### src/rtl/pipe_trace_pkg.sv
// Shared definitions for the pipeline trace monitor: FSM encoding and event-counter slots.
// Latency: n/a (declarations only).
// Backpressure: n/a.
package pipe_trace_pkg;

    typedef enum logic [1:0] {
        ST_IDLE  = 2'd0,
        ST_ARMED = 2'd1,
        ST_POST  = 2'd2,
        ST_DONE  = 2'd3
    } trace_state_t;

    // Slot of each event in the counter bank / event vector.
    localparam int EV_CYCLE  = 0;
    localparam int EV_RETIRE = 1;
    localparam int EV_STALL  = 2;
    localparam int EV_FLUSH  = 3;
    localparam int EV_FWD    = 4;
    localparam int NUM_EV    = 5;

endpackage

### src/rtl/trace_ram.sv
// Trace storage: DEPTH x WIDTH array, one write port, one registered read port.
// Latency: read data appears one cycle after rdEn; a same-cycle write is not bypassed.
// Backpressure: none; every write and read request is accepted.
// Ports: clk/reset, wrEn/wrAddr/wrData write port, rdEn/rdAddr request, rdData registered output (holds between reads).
module trace_ram #(
    parameter  int DEPTH = 16,
    parameter  int WIDTH = 64,
    localparam int AW    = $clog2(DEPTH)
) (
    input  logic             clk,
    input  logic             reset,
    input  logic             wrEn,
    input  logic [AW-1:0]    wrAddr,
    input  logic [WIDTH-1:0] wrData,
    input  logic             rdEn,
    input  logic [AW-1:0]    rdAddr,
    output logic [WIDTH-1:0] rdData
);

    logic [WIDTH-1:0] mem [DEPTH];

    // Storage itself is not reset; stale entries are hidden by the owner's entry count.
    always_ff @(posedge clk) begin
        if (wrEn) begin
            mem[wrAddr] <= wrData;
        end
    end

    always_ff @(posedge clk or posedge reset) begin
        if (reset) begin
            rdData <= '0;
        end else if (rdEn) begin
            rdData <= mem[rdAddr];
        end
    end

endmodule

### src/rtl/pipe_trace_monitor.sv
// Trace capture of retired instructions with PC trigger / post-trigger FSM, plus hazard event counters.
// Latency: captures on the WB edge; read data valid one cycle after RdReq.
// Backpressure: none; passive observer of the pipeline, never stalls it.
// Ports: pipeline taps (RetireW, PCW, InstrW, Stall*/Flush*/Forward*), control (Arm, Stop, TrigEn, TrigPC, PostCnt),
//        read port (RdReq, RdIdx -> RdValid, RdPC, RdInstr), status (State, Done, Count, Wrapped, *Cnt).
module pipe_trace_monitor
    import pipe_trace_pkg::*;
#(
    parameter  int XLEN   = 32,
    parameter  int DEPTH  = 16,
    parameter  int CNT_W  = 32,
    parameter  int POST_W = 8,
    localparam int AW     = $clog2(DEPTH)
) (
    input  logic              clk,
    input  logic              reset,
    input  logic              RetireW,
    input  logic [XLEN-1:0]   PCW,
    input  logic [31:0]       InstrW,
    input  logic              StallF,
    input  logic              StallD,
    input  logic              FlushD,
    input  logic              FlushE,
    input  logic [1:0]        ForwardAE,
    input  logic [1:0]        ForwardBE,
    input  logic              Arm,
    input  logic              Stop,
    input  logic              TrigEn,
    input  logic [XLEN-1:0]   TrigPC,
    input  logic [POST_W-1:0] PostCnt,
    input  logic              RdReq,
    input  logic [AW-1:0]     RdIdx,
    output logic              RdValid,
    output logic [XLEN-1:0]   RdPC,
    output logic [31:0]       RdInstr,
    output logic [1:0]        State,
    output logic              Done,
    output logic [AW:0]       Count,
    output logic              Wrapped,
    output logic [CNT_W-1:0]  CycleCnt,
    output logic [CNT_W-1:0]  RetireCnt,
    output logic [CNT_W-1:0]  StallCnt,
    output logic [CNT_W-1:0]  FlushCnt,
    output logic [CNT_W-1:0]  FwdCnt
);

    localparam logic [AW:0] FULL = (AW+1)'(DEPTH);

    trace_state_t      state, nextState;
    logic              capturing;
    logic              wrEn;
    logic              trigHit;
    logic [AW-1:0]     wptr;
    logic [POST_W-1:0] postLeft;
    logic [NUM_EV-1:0] ev;
    logic [CNT_W-1:0]  evCnt [NUM_EV];

    logic [AW-1:0]     rdAddr;
    logic              rdHit;
    logic              rdHitQ;
    logic [XLEN+31:0]  rdData;

    // ---------------- FSM: state register ----------------
    always_ff @(posedge clk or posedge reset) begin
        if (reset) begin
            state <= ST_IDLE;
        end else begin
            state <= nextState;
        end
    end

    // ---------------- FSM: next state ----------------
    always_comb begin
        nextState = state;
        if (Arm) begin
            nextState = ST_ARMED;
        end else begin
            case (state)
                ST_ARMED: begin
                    if (trigHit) begin
                        nextState = (Stop || PostCnt == '0) ? ST_DONE : ST_POST;
                    end else if (Stop) begin
                        nextState = ST_DONE;
                    end
                end
                ST_POST: begin
                    // The write that consumes the last post-trigger slot ends capture.
                    if (Stop || (RetireW && postLeft == POST_W'(1))) begin
                        nextState = ST_DONE;
                    end
                end
                default: ;
            endcase
        end
    end

    // ---------------- FSM: outputs ----------------
    always_comb begin
        State     = state;
        Done      = (state == ST_DONE);
        // Arm clears everything that cycle, so nothing is captured or counted.
        capturing = (state == ST_ARMED || state == ST_POST) && !Arm;
        wrEn      = capturing && RetireW;
        trigHit   = (state == ST_ARMED) && RetireW && TrigEn && (PCW == TrigPC);
    end

    // ---------------- event vector ----------------
    always_comb begin
        ev            = '0;
        ev[EV_CYCLE]  = 1'b1;
        ev[EV_RETIRE] = RetireW;
        ev[EV_STALL]  = StallF | StallD;
        ev[EV_FLUSH]  = FlushD | FlushE;
        ev[EV_FWD]    = (ForwardAE != 2'b00) | (ForwardBE != 2'b00);
    end

    // ---------------- pointers, post counter, event counters ----------------
    always_ff @(posedge clk or posedge reset) begin
        if (reset) begin
            wptr     <= '0;
            Count    <= '0;
            Wrapped  <= 1'b0;
            postLeft <= '0;
            for (int i = 0; i < NUM_EV; i++) evCnt[i] <= '0;
        end else if (Arm) begin
            wptr     <= '0;
            Count    <= '0;
            Wrapped  <= 1'b0;
            postLeft <= '0;
            for (int i = 0; i < NUM_EV; i++) evCnt[i] <= '0;
        end else if (capturing) begin
            if (wrEn) begin
                wptr <= wptr + AW'(1);
                if (Count == FULL) begin
                    Wrapped <= 1'b1;
                end else begin
                    Count <= Count + (AW+1)'(1);
                end
            end
            if (trigHit) begin
                postLeft <= PostCnt;
            end else if (state == ST_POST && RetireW) begin
                postLeft <= postLeft - POST_W'(1);
            end
            for (int i = 0; i < NUM_EV; i++) begin
                if (ev[i] && !(&evCnt[i])) evCnt[i] <= evCnt[i] + CNT_W'(1);
            end
        end
    end

    assign CycleCnt  = evCnt[EV_CYCLE];
    assign RetireCnt = evCnt[EV_RETIRE];
    assign StallCnt  = evCnt[EV_STALL];
    assign FlushCnt  = evCnt[EV_FLUSH];
    assign FwdCnt    = evCnt[EV_FWD];

    // ---------------- read path ----------------
    // Oldest entry sits Count slots behind the write pointer; when full, Count's low bits are 0.
    assign rdAddr = wptr - Count[AW-1:0] + RdIdx;
    assign rdHit  = ({1'b0, RdIdx} < Count);

    always_ff @(posedge clk or posedge reset) begin
        if (reset) begin
            RdValid <= 1'b0;
            rdHitQ  <= 1'b0;
        end else begin
            RdValid <= RdReq;
            if (RdReq) rdHitQ <= rdHit;
        end
    end

    trace_ram #(
        .DEPTH (DEPTH),
        .WIDTH (XLEN + 32)
    ) u_ram (
        .clk    (clk),
        .reset  (reset),
        .wrEn   (wrEn),
        .wrAddr (wptr),
        .wrData ({PCW, InstrW}),
        .rdEn   (RdReq),
        .rdAddr (rdAddr),
        .rdData (rdData)
    );

    // Out-of-range reads return zero; both the RAM register and rdHitQ hold between reads.
    assign RdPC    = rdHitQ ? rdData[XLEN+31:32] : '0;
    assign RdInstr = rdHitQ ? rdData[31:0]       : '0;

endmodule

### config.mk
export PLATFORM = sky130hd
export DESIGN_NAME = pipe_trace_monitor
export DESIGN_NICKNAME = d
export VERILOG_FILES = /design/src/rtl/pipe_trace_pkg.sv /design/src/rtl/trace_ram.sv /design/src/rtl/pipe_trace_monitor.sv
export SDC_FILE = /design/constraint.sdc
export NUM_CORES = 2
export LEC_CHECK = 0
export BUFFER_PORTS_ARGS = -buffer_cell sky130_fd_sc_hd__buf_2
export CELL_PAD_IN_SITES_DETAIL_PLACEMENT = 0
export CELL_PAD_IN_SITES_GLOBAL_PLACEMENT = 1
export CORE_MARGIN = 3
export CORE_UTILIZATION = 35
export DETAILED_ROUTE_END_ITERATION = 8
export GPL_ROUTABILITY_DRIVEN = 0
export GPL_TIMING_DRIVEN = 0
export PLACE_DENSITY = 0.56
export SETUP_SLACK_MARGIN = 0.1
export SKIP_LAST_GASP = 1
export SYNTH_ARGS = -nofsm -noshare
export SYNTH_HDL_FRONTEND = slang
export SYNTH_SLANG_ARGS = --single-unit
export TNS_END_PERCENT = 1
### constraint.sdc
create_clock -name clk -period 16.7 [get_ports clk]
set_clock_uncertainty 0.05 [all_clocks]
set_input_delay 1.67 -clock clk [delete_from_list [all_inputs] [get_ports clk]]
set_output_delay 1.67 -clock clk [all_outputs]
set_load 0.05 [all_outputs]
After elaboration in Yosys (flattened, before gate mapping)
Memory sizes are Yosys's and may differ from the RTL's. A register that Yosys moved wholly into a read port is not among the register bits.
Index checks and enable logic that the tools add are counted.
Cells by class
  add/sub/neg operators: 10
  equality and inequality tests: 10
  bitwise logic cells: 3
  multiplexer cells: 32
  magnitude comparators: 1
  reductions and logical operators: 46
Operators by type and width (number)
  2-to-1 mux 160 bit: 2
  2-to-1 mux 32 bit: 7
  adder 32 x 1 -> 32 bit, second input constant: 5
  AND reduction 32 bit: 5
  equality test 32 bit: 1
  2-to-1 mux 8 bit: 4
  2-to-1 mux 5 bit: 4
  nonzero test 2 bit: 9
  AND reduction 2 bit: 7
  2-to-1 mux 4 bit: 3
  logical AND 1 bit: 11
  AND reduction 3 bit: 3
  equality test 8 x 1 -> 1 bit, second input constant: 1
  logical NOT 8 bit: 1
  2-to-1 mux 2 bit: 4
  subtractor 8 x 1 -> 8 bit, second input constant: 1
  2-to-1 mux 1 bit: 7
  nonzero test 3 bit: 2
  adder 5 x 1 -> 5 bit, second input constant: 1
  equality test 5 bit, second input constant: 1
  logical NOT 1 bit: 5
  < comparator 4 x 5 -> 1 bit: 1
  adder 4 x 1 -> 4 bit, second input constant: 1
  adder 4 bit: 1
  other kinds (9): 15
Storage, ports and cells
  memories: 1
  RAM bits: 1024
  output and inout bits: 234
  input port bits: 123
  logic and storage cells: 115
  register bits after elaboration: 182
Memory list
  u_ram.mem: depth 16, bits a word 64, read ports 1, clocked after Yosys merged registers in 1, wr ports 1, line trace_ram.sv:20  | logic [WIDTH-1:0] mem [DEPTH];

Longest topological paths before layout
  word-level depth: 7
  gate-level depth with buffers: 10
  depth with buffers taken out: 9

Modules after synthesis
From an unflattened synthesis, not the netlist that was laid out.
Unflattened totals
  cells, all modules: 2914
  area, all modules: 52088.7 um2
By module, submodules not included
  trace_ram: area an instance 41479.8 um2, times used 1, cells each 1727
  pipe_trace_monitor: area an instance 10608.9 um2, times used 1, cells each 1187

Worst setup path before layout
OpenSTA, ideal clock, no wires.
  path type: input -> register
  start: in Arm
  end: mem u_ram.mem[0][0], enable pin
  setup slack: 9554 ps
  arrival time: 6531 ps
  buffers on the path: 1
  cell stages on the path: 4
  data required time: 16085 ps
  path through: clkbuf_1 -> nor2_1 -> nand2_1 -> nor3_1
On the way
  cells in the longest elaborated chain, start to end: 5
Ends and longest elaborated chain
  start: declaration: line pipe_trace_monitor.sv:26  | input logic Arm,
  logical NOT 1 bit: line pipe_trace_monitor.sv:102  | capturing = (state == ST_ARMED || state == ST_POST) && !Arm;
  logical AND 1 bit: line pipe_trace_monitor.sv:102
  logical AND 1 bit: line pipe_trace_monitor.sv:103  | wrEn = capturing && RetireW;
  2-to-1 mux 1 bit: line trace_ram.sv:24  | if (wrEn) begin
  2-to-1 mux 1 bit (implied by the code): line trace_ram.sv:25  | mem[wrAddr] <= wrData;
  end: declaration: line trace_ram.sv:20
No other way between the ends.

Final worst setup path
  start: in RdIdx[1]
  end: reg u_ram.rdData[48], read port of u_ram.mem
On the way
  cells in the longest elaborated chain, start to end: 1
Ends and longest elaborated chain
  start: declaration: line pipe_trace_monitor.sv:32  | input logic [AW-1:0] RdIdx,
  adder 4 bit: line pipe_trace_monitor.sv:159  | assign rdAddr = wptr - Count[AW-1:0] + RdIdx;
  end: declaration: line trace_ram.sv:17  | output logic [WIDTH-1:0] rdData
No other way between the ends.
A chain may end at the register's enable or synchronous reset.

==> results.md <==
* Final hold vios at 0
* Top cells by area, synth: edfxtp_1 (60%), mux4_2 (14%), dfrtp_1 (12%)
* CTS max path bufs at 3
* Slew Viols, Final at 0
* Cell count after synthesis at 2791
* Initial antenna violation count at 34
* Hold buffers post-CTS at 0
* WP data arrival at 5.96 ns
* Post-DRT Antenna Nets at 0
* Commonest non-fill, non-tap cell in the layout: edfxtp_1
* Starting Density at 35.4%
* Worst r2r dst: u_ram.rdData[48]
* P per Cell Area at 135 nW/um^2
* Largest net degree at the start of global routing at 108
* Crit Path Max Fanout at 10
* Worst-path clk slew at 0.06 ns
* IO Pins at 357
* HP Class: flip-flop to flip-flop
* Synth area leader: edfxtp_1
* Post-CTS sizing at 0
* Global-route wire length before repair at 217000 um
* GRT Util Overall at 19.8%
* Period utilisation layout at 32.2%
* Setup TNS at 0 ns
* Avg Cell Area, Syn at 18.5 um^2
* Ys async rst share at around a fifth
* Row cnt at 140
* Fin crit period at 5.38 ns
* Via density at 5.31
* Num CTS Buffers at 142
* Total grt overflow at 0
* H-tree Lvls at 4
* Root Buffer: clkbuf_16
* Synthesized area at 51700 um^2
* # DRC at 0
* Reg-to-reg slack, setup at 11.86 ns
* #FFs+latches synth at roughly 1.3k
* Worst r2r src: wptr[0]
* Crit path from: RdIdx[1]
* Leak at 21.6 nW
* Layout cell share with drive strength beyond 1 at 31.3%
* Total core area at 146000 um^2
* Max Cap Viol at 0
* Port-buffer cells at around 360
* Most used DFF post-synth: edfxtp_1
* Status: completed
* DRT Wirelength at approximately 150000 um
* Hold path endpoint: u_ram.rdData[19]
* Slew of the pin with the lowest slew margin at 1.32 ns
* RSZ-0062 raised after global routing: false
* Final setup viols at 0
* Setup Fix Bufs, Post-CTS at 0
* Hold Crit Depth at 1
* FILL cells at between 10k and 15k
* Total Power at 0.00841 W
* DRT iter0 DRCs at 2458
* Synthesis Warnings at 0
* CP startpoint kind: input port
* Worst Setup End Kind: flip-flop
* WS Path Type: input port to flip-flop
* Slew Limit Headroom at 11.9%
* Most frequent cells in the layout: edfxtp_1 (1024), buf_2 (367), mux4_2 (320), dfrtp_1 (246), nor2_1 (176)
* Die width at approximately 390 um
* Max rail drop VDD at 0.100 mV
* DR WL/cell at 27.8 um
* Vias in the first global route at 29.9k
* Hold Startpoint: u_ram.rdData[19]
* Via Count at a little under 30k
* Post-synth EDFFs at a little over 1k
* Drt pass-1 iters at 7
* CTS tree: built
* Synth cell types at 65
* Seq/Total Area, Yosys at 71.4%
* Post-Syn Nets at 2940
* Clk sinks at 1270
* Fmax at 186 MHz
* Die Ht at 390 um
* Worst R2R Path Depth at 10
* Top-area cell type share of the netlist area at 59.5%
* Layout Nets at 3526
* Worst Path Required at 17.28 ns
* Die area at 152000 um^2
* P&R area growth vs syn at 20.4%
* Post-DP HPWL at roughly 100000 um
* Clock Latency Late Sink at around 0.76 ns
[where the power goes]
part	switching [W]	internal, W	leakage [nW]
Clock	0.00131	0.00180	2.27
Sequential	0.0000749	0.00353	12.5
Combinational	0.000966	0.000734	6.80
[worst max-delay path: stages]
cell      delay [ns]
buf_2           0.10
inv_1           0.06
fa_1            0.54
inv_1           0.06
fa_1            0.68
clkbuf_1        0.72
clkbuf_1        0.85
mux4_2          0.43
mux4_2          0.55
mux2_2          0.29
[kinds of logic after synthesis]
group / Yosys count / synth area share, %
flops: 1270 / 71.4
compound gates: 121 / 1.53
fa+ha+maj: 26 / 0.673
buf+inv: 163 / 1.28
mux: 392 / 15.5
simple gates: 645 / 6.55
xor+xnor: 174 / 3.00
[cell usage after synthesis, drive strengths merged (6+ instances only)]
library cell / instances
a211oi: 11
a21o: 9
a21oi: 40
a31oi: 12
and2: 80
and3: 23
and4: 20
buf: 36
clkbuf: 90
dfrtp: 246
edfxtp: 1024
ha: 23
inv: 37
mux2: 67
mux4: 320
nand2: 87
nand2b: 6
nand3: 57
nand4: 60
nor2: 188
nor2b: 7
nor3: 46
nor3b: 11
nor4: 18
o21ai: 21
or3: 21
or4: 10
xnor2: 94
xor2: 80
[metrics by stage]
| stage | cells | setup slack (ns) | util (%) | cell area (um^2) | hold slack [ns] |
|---|---|---|---|---|---|
| after floorplan | 2791 | 8.22 | - | 51700 | 0.422 |
| after global placement | 5064 | 2.28 | 38.2 | 55800 | 0.431 |
| after detailed placement | 5150 | 10.59 | 39.3 | 57500 | 0.440 |
| after CTS | 5413 | 11.41 | 42.5 | 62200 | 0.450 |
| after global routing | 5422 | 11.31 | 42.6 | 62200 | 0.466 |
| final | 5426 | 11.32 | 42.6 | 62200 | 0.447 |
[sequential cells by signal (all words and copies together), names as in the netlist, 8 cells and up]
| signal | cells |
|---|---|
| CycleCnt | 32 |
| StallCnt | 32 |
| RetireCnt | 32 |
| FwdCnt | 32 |
| u_ram.rdData | 64 |
| FlushCnt | 32 |
| u_ram.mem | 1024 |
| postLeft | 8 |
[per-layer routing]
layer | GRT usage (%) | vias up | routed length (um)
met4 | 5.91 | 8 | 4270
met5 | 0 | - | 46
met3 | 4.02 | 240 | 8850
met2 | 32.0 | 928 | 72500
met1 | 27.1 | 15400 | 65000
li1 | - | 12300 | -
[layout make-up]
type	instances	area, um^2	area share (%)
sequential	1270	36900	59.3
multi-input combinational	1358	14200	22.9
clock buffer	200	4000	6.44
timing repair buffer	442	3280	5.28
tap	1917	2400	3.86
clock inverter	63	683	1.10
buffer	126	522	0.839
inverter	37	146	0.235
antenna	13	32.5	0.0523
[worst max path at each step]
stage | endpoint | slack (ns) | cells past startpoint
CTS | u_ram.rdData[48] | 11.41 | 10
global placement | u_ram.mem[2][18] | 2.28 | 5
finish | u_ram.rdData[48] | 11.32 | 10
floorplan | Count[0] | 8.22 | 1
detailed placement | u_ram.rdData[48] | 10.59 | 10
global route | u_ram.rdData[48] | 11.31 | 10
Power figures use the tool's default switching activity.
